--- config.mk ---
export PLATFORM = sky130hd
export DESIGN_NAME = change_payout_controller
export DESIGN_NICKNAME = d
export VERILOG_FILES = /design/src/rtl/change_payout_controller.sv
export SDC_FILE = /design/constraint.sdc
export NUM_CORES = 1
export LEC_CHECK = 0
export BUFFER_PORTS_ARGS = -buffer_cell sky130_fd_sc_hd__buf_4
export CORE_ASPECT_RATIO = 2
export CORE_MARGIN = 2
export CORE_UTILIZATION = 54
export CTS_BUF_LIST = sky130_fd_sc_hd__clkbuf_4 sky130_fd_sc_hd__clkbuf_8
export DETAILED_ROUTE_END_ITERATION = 16
export MAX_ROUTING_LAYER = met4
export PLACE_DENSITY = 0.83
export RECOVER_POWER = 100
export SLEW_MARGIN = 25
export SYNTH_ARGS = -nofsm -noshare
export SYNTH_HDL_FRONTEND = slang
export SYNTH_SLANG_ARGS = --single-unit
--- constraint.sdc ---
create_clock -name clk -period 3.5 [get_ports clk]
set_clock_uncertainty 0.15 [all_clocks]
set_input_delay 0.35 -clock clk [delete_from_list [all_inputs] [get_ports clk]]
set_output_delay 0.35 -clock clk [all_outputs]
set_load 0.03 [all_outputs]
--- src/rtl/change_payout_controller.sv ---
// change_payout_controller: greedy 10/5/1 coin hopper payout sequencer with inventory tracking
module change_payout_controller #(
  parameter int PULSE_CYCLES = 4,
  parameter int GAP_CYCLES = 2,
  parameter int TIMEOUT_CYCLES = 255,
  parameter int INV_INIT10 = 20,
  parameter int INV_INIT5 = 20,
  parameter int INV_INIT1 = 20
) (
  input  logic       clk,
  input  logic       rst,
  input  logic       req_valid,
  input  logic [7:0] req_amount,
  output logic       req_ready,
  input  logic       coin_sensed,
  input  logic       refill_valid,
  input  logic [1:0] refill_sel,
  input  logic [7:0] refill_count,
  input  logic       fault_clr,
  output logic       eject10,
  output logic       eject5,
  output logic       eject1,
  output logic       done,
  output logic [7:0] shortfall,
  output logic       fault,
  output logic       busy,
  output logic [7:0] inv10,
  output logic [7:0] inv5,
  output logic [7:0] inv1
);
  typedef enum logic [2:0] {IDLE, SELECT, EJECT, WAIT_SENSE, GAP, DONE, FAULT} state_t;
  state_t state, state_n;
  logic [7:0] remaining, coin_val;
  logic [7:0] inv [3];
  logic [7:0] inv_n [3];
  logic [9:0] inv_sum [3];
  logic [1:0] sel, sel_n, esel;
  logic [15:0] timer;
  logic avail, last, sensed;
  always_comb begin
    avail = (remaining >= 8'd10 && inv[0] != 8'd0) || (remaining >= 8'd5 && inv[1] != 8'd0) || (remaining != 8'd0 && inv[2] != 8'd0);
    sel_n = (remaining >= 8'd10 && inv[0] != 8'd0) ? 2'd0 : (remaining >= 8'd5 && inv[1] != 8'd0) ? 2'd1 : 2'd2;
    esel = state == SELECT ? sel_n : sel;
    coin_val = sel == 2'd0 ? 8'd10 : sel == 2'd1 ? 8'd5 : 8'd1;
    sensed = state == WAIT_SENSE && coin_sensed;
    last = timer == 16'((state == EJECT ? PULSE_CYCLES : state == GAP ? GAP_CYCLES : TIMEOUT_CYCLES) - 1);
    for (int k = 0; k < 3; k++) begin
      inv_sum[k] = {2'b0, inv[k]} + (refill_valid && refill_sel == 2'(k) ? {2'b0, refill_count} : 10'd0) - (sensed && sel == 2'(k) ? 10'd1 : 10'd0);
      inv_n[k] = inv_sum[k] > 10'd255 ? 8'hff : inv_sum[k][7:0];
    end
  end
  always_ff @(posedge clk) begin
    if (rst) state <= IDLE;
    else state <= state_n;
  end
  always_comb begin
    state_n = state;
    case (state)
      IDLE:       state_n = req_valid ? (req_amount == 8'd0 ? DONE : SELECT) : IDLE;
      SELECT:     state_n = avail ? EJECT : DONE;
      EJECT:      state_n = last ? WAIT_SENSE : EJECT;
      WAIT_SENSE: state_n = coin_sensed ? GAP : last ? FAULT : WAIT_SENSE;
      GAP:        state_n = last ? (remaining == 8'd0 ? DONE : SELECT) : GAP;
      DONE:       state_n = IDLE;
      FAULT:      state_n = fault_clr ? IDLE : FAULT;
      default:    state_n = IDLE;
    endcase
  end
  always_ff @(posedge clk) begin
    if (rst) begin
      remaining <= 8'd0;
      sel <= 2'd0;
      timer <= 16'd0;
      inv[0] <= 8'(INV_INIT10);
      inv[1] <= 8'(INV_INIT5);
      inv[2] <= 8'(INV_INIT1);
      {eject10, eject5, eject1} <= 3'b000;
    end else begin
      timer <= state_n == state ? timer + 16'd1 : 16'd0;
      remaining <= state == IDLE && req_valid ? req_amount : sensed ? remaining - coin_val : state == FAULT && fault_clr ? 8'd0 : remaining;
      if (state == SELECT) sel <= sel_n;
      for (int k = 0; k < 3; k++) inv[k] <= inv_n[k];
      eject10 <= state_n == EJECT && esel == 2'd0;
      eject5 <= state_n == EJECT && esel == 2'd1;
      eject1 <= state_n == EJECT && esel == 2'd2;
    end
  end
  always_comb begin
    req_ready = state == IDLE;
    busy = state != IDLE;
    done = state == DONE;
    fault = state == FAULT;
    shortfall = (state == DONE || state == FAULT) ? remaining : 8'd0;
    inv10 = inv[0];
    inv5 = inv[1];
    inv1 = inv[2];
  end
endmodule
**Word-level counts from Yosys, hierarchy flattened**

Memories as Yosys holds them, arrays and structs flattened.
Index checks and enable logic that the tools add are counted.

- Register bits after elaboration: 32
- RAM bits: 24
- Bits of input ports: 24
- Word-level logic and storage cells: 108
- Memories kept: 1

- Add/subtract/negate cells: 9
- Magnitude comparators: 5
- Eq/ne operators: 15
- Multiplexer cells: 36
- Bitwise logic cells: 4
- Reduce and logical (&&, ||, !) cells: 31

Memories:

| memory | depth | bits a word | read ports | clocked after Yosys merged registers in | write ports | line | source |
|---|---|---|---|---|---|---|---|
| inv | 3 | 8 | 3 | 0 | 3 | 34 | `logic [7:0] inv [3];` |

Operator list:

| kind | number |
|---|---|
| 8-bit 2-to-1 mux | 15 |
| 8-bit nonzero test | 4 |
| 10-bit by 8-bit greater-than comparator with 1-bit output (second input constant) | 3 |
| 9-bit by 1-bit subtractor with 10-bit output | 3 |
| 8-bit by 8-bit adder with 9-bit output | 3 |
| 3-bit 2-to-1 mux | 9 |
| 3-bit one-hot mux with 6 select lines | 1 |
| 16-bit by 1-bit adder with 16-bit output (second input constant) | 1 |
| 16-bit == test | 1 |
| 8-bit zero test | 2 |
| 1-bit logical AND | 15 |
| 3-bit by 2-bit == test with 1-bit output (second input constant) | 3 |
| 3-bit == test (second input constant) | 3 |
| 8-bit by 1-bit subtractor with 9-bit output (second input constant) | 1 |
| 8-bit by 3-bit greater-or-equal comparator with 1-bit output (second input constant) | 1 |
| 8-bit by 4-bit greater-or-equal comparator with 1-bit output (second input constant) | 1 |
| 8-bit by 4-bit subtractor with 8-bit output | 1 |
| 1-bit 2-to-1 mux | 7 |
| 2-bit by 1-bit == test with 1-bit output (second input constant) | 3 |
| 2-bit == test (second input constant) | 3 |
| 2-bit zero test | 3 |
| 2-bit 2-to-1 mux | 3 |
| 3-bit nonzero test | 2 |
| 4-bit 2-to-1 mux | 1 |
| other kinds (7) | 11 |

**Longest topological paths before layout**

- Word-level depth: 11
- Depth in mapped cells: 17
- Mapped depth without buffers: 15

**Worst setup path after synthesis**

OpenSTA, ideal clock, no wires.

- Path type: register to register
- From: register state[1]
- To: memory inv[2][0] (netlist: inv[0][16])
- Library setup time: 136 ps
- Data arrival time: 3387 ps
- Path slack: -173 ps
- Stages on the path, launching flop included: 16
- Buffers on the path: 2
- Period minus slack after synthesis: 3673 ps
- Cell sequence: dfxtp_1 > clkbuf_1 > nor2b_1 > nand3_1 > clkbuf_1 > nor3b_1 > ha_1 > inv_1 > ha_1 > fa_1 > a21o_1 > a21oi_1 > nand2b_1 > a211oi_1 > nor3_1 > a21oi_1

RTL lines:

| element | line | source |
|---|---|---|
| start, declared | 32 | `state_t state, state_n;` |
| start signal, assigned | 54 | `else state <= state_n;` |
| end, declared | 34 |  |

==> flow_metrics.env <==
export IMPL_drc=0
export IMPL_nNetsFinal=697
export IMPL_drive_gt1_frac=0.1167
export IMPL_finalSetupTns_ns=0
export IMPL_startpoint_type="flip-flop"
export IMPL_power_density_nw_per_um2=777.8
export IMPL_ys_warn_count=0
export IMPL_grt_setup_unrepaired="yes"
export IMPL_clock_sinks=56
export IMPL_finalSetupViolations=0
export IMPL_via_per_inst=5.751
export IMPL_synth_nets=627
export IMPL_io_pins=63
export IMPL_synth_seq_cells=56
export IMPL_hp_start="req_amount[0]"
export IMPL_cts_tree="built"
export IMPL_path_class="reg2reg"
export IMPL_clockBufferDepth=2
export IMPL_port_buffers=62
export IMPL_synth_enable_flop_cells=0
export IMPL_drt_pass1_iterations=4
export IMPL_die_area_um2=8681
export IMPL_dieHeight_um=129.8
export IMPL_drv_slew=0
export IMPL_netlist_area_leader_share=0.2624
export IMPL_grt_pass1_wl_um=18020
export IMPL_synth_top_cell_by_area="dfxtp_1"
export IMPL_relSlewSlack=0.3984
export IMPL_initial_core_util=0.5578
export IMPL_insertedDiodeCount=0
export IMPL_hold_ws_ns=0.1271
export IMPL_power_mw=3.825
export IMPL_vdd_drop_max_v=0.0006464
export IMPL_tightestPinTransition_ns=0.8970
export IMPL_wire_per_inst_um=15.26
export IMPL_grt_max_degree=36
export IMPL_multiInputGateArea_um2=2793
export IMPL_area_growth_pct=15.14
export IMPL_clk_insertion_delay_late_ns=0.33
export IMPL_cp_end_kind="flip-flop"
export IMPL_num_rows=45
export IMPL_drt_iter0_drc=246
export IMPL_timing_rr_start="state[1]$_SDFF_PP0_"
export IMPL_via_count=4089
export IMPL_cap_viol_max_count=0
export IMPL_die_x_um=66.89
export IMPL_critPathMaxFanout=10
export IMPL_async_reset_ff_frac=0
export IMPL_synth_area_leaders="dfxtp_1 (26%), ha_1 (16%), inv_1 (7.9%)"
export IMPL_cts_root_buf="clkbuf_8"
export IMPL_ys_types=57
export IMPL_fin_crit_sh=0.9684
export IMPL_cp_startpoint="state[1]$_SDFF_PP0_"
export IMPL_wl_um=10850
export IMPL_yosys_most_used_dff="dfxtp_1"
export IMPL_cp_data_required_time_ns=3.61
export IMPL_fill_cells=739
export IMPL_gr_total_overflow=0
export IMPL_synthesis_area_um2=4272
export IMPL_cts_htree_levels=2
export IMPL_clk_pin_slew_ns=0.12
export IMPL_gp_routability_congestion=0.8726
export IMPL_hold_violations=0
export IMPL_grt_usage=0.2748
export IMPL_fp_coreArea_um2=7657
export IMPL_grt_pass1_vias=4185
export IMPL_syn_avg_cell_area_um2=7.823
export IMPL_fmax_mhz=295.0
export IMPL_seqCellArea_um2=1121
export IMPL_min_period_ns=3.390
export IMPL_numCtsBuffers=5
export IMPL_cp_arrival_ns=3.49
export IMPL_antenna_found_initial=0
export IMPL_syn_inst=546
export IMPL_hpwl_um=8792
export IMPL_hp_class="in2reg"
export IMPL_ys_seq_area_frac=0.2624
export IMPL_p_leak_nw=2.298
export IMPL_status="finished clean"
export IMPL_ant_nets=0
registers in the layout (all words and copies together), names as in the netlist:
register	flops
remaining	8
sel	2
eject5	1
timer	16
inv	24
eject10	1
eject1	1
state	3
cells in the final DEF, fill, tap and decap left out, types with 10 or more instances in the layout:
master | netlist | routed
inv_1 | 90 | 90
dfxtp_1 | 56 | 56
ha_1 | 53 | 53
buf_4 | 1 | 45
nand2_1 | 44 | 44
nor2_1 | 33 | 33
a21oi_1 | 36 | 33
clkbuf_1 | 10 | 31
nor3_1 | 30 | 28
o21ai_0 | 20 | 20
xnor2_1 | 17 | 17
xor2_1 | 17 | 17
nor4_1 | 15 | 15
nand3_1 | 12 | 12
nand2b_1 | 10 | 10
cells in the mapped netlist, types with 10 or more instances:
cell type	number
inv_1	90
dfxtp_1	56
ha_1	53
nand2_1	44
a21oi_1	36
nor2_1	33
nor3_1	30
o21ai_0	20
xnor2_1	17
xor2_1	17
nor4_1	15
nand3_1	12
and2_1	11
clkbuf_1	10
nand2b_1	10
cells by family after synthesis:
family / after synthesis / synth area share
multiplexers: 1 / 0.002343
buffers and inverters: 103 / 0.09168
XOR/XNOR: 35 / 0.07616
AND/OR/NAND/NOR: 190 / 0.2302
AO/OA/AOI/OAI: 104 / 0.1632
adder cells (fa/ha/maj): 57 / 0.1740
flip-flops: 56 / 0.2624
metal layers:
layer / wire [um] / GRT usage
met1: 3789 / 0.2527
met4: 531 / 0.1693
met3: 333 / 0.02845
met2: 6194 / 0.5188
met5: 0 / -
critical path: stages, from the launching register on:
cell      delay (ns)
dfxtp_1         0.33
nor2b_4         0.12
nand3_1         0.12
buf_4           0.19
nor2_1          0.05
ha_1            0.26
inv_1           0.04
ha_1            0.22
fa_1            0.42
a21o_1          0.21
a21oi_2         0.19
nand2b_1        0.19
nor3_1          0.07
nor4bb_2        0.43
nor3_2          0.15
a21oi_1         0.17
path summary, 6_finish.rpt:
check / depth (start not counted) / slack (ns) / end
setup / recovery: 15 / 0.11 / inv[0][3]$_SDFF_PP0_
hold reg to reg: 2 / 0.42 / timer[9]$_SDFF_PP0_
setup reg to reg: 15 / 0.11 / inv[0][3]$_SDFF_PP0_
hold / removal: 3 / 0.13 / remaining[0]$_SDFFE_PP0P_
power by group:
group,switching [mW],internal (mW)
combinational,1.50,1.01
sequential,0.142,0.788
clock,0.245,0.146
total,1.89,1.94
cell type report:
class	instances	area share
multi-input cells	387	0.5678
flip-flops and latches	56	0.2279
repair buffers	76	0.09234
inverters	90	0.06868
well taps	94	0.02391
clock buffers	5	0.01399
clock inverters	3	0.005342
timing repair:
item                       CTS  global route
gates resized for setup      0             7
setup endpoints to repair    0            16
hold buffers                 0             0
buffers inserted             0             1
metrics by stage:
| stage | worst slack, ns | utilization | std cells | cell area [um2] |
|---|---|---|---|---|
| 6_report | 0.1104 | 0.6423 | 711 | 4918 |
| 5_1_grt | -0.08284 | 0.6423 | 711 | 4918 |
| 4_1_cts | 0.04850 | 0.6538 | 710 | 5006 |
| 3_5_place_dp | 0.02590 | 0.6413 | 702 | 4911 |
| 3_3_place_gp | 0.1775 | 0.6413 | 702 | 4911 |
| 2_1_floorplan | 0.05049 | - | 546 | 4285 |
No activity file was read; power rests on OpenSTA's default activity.
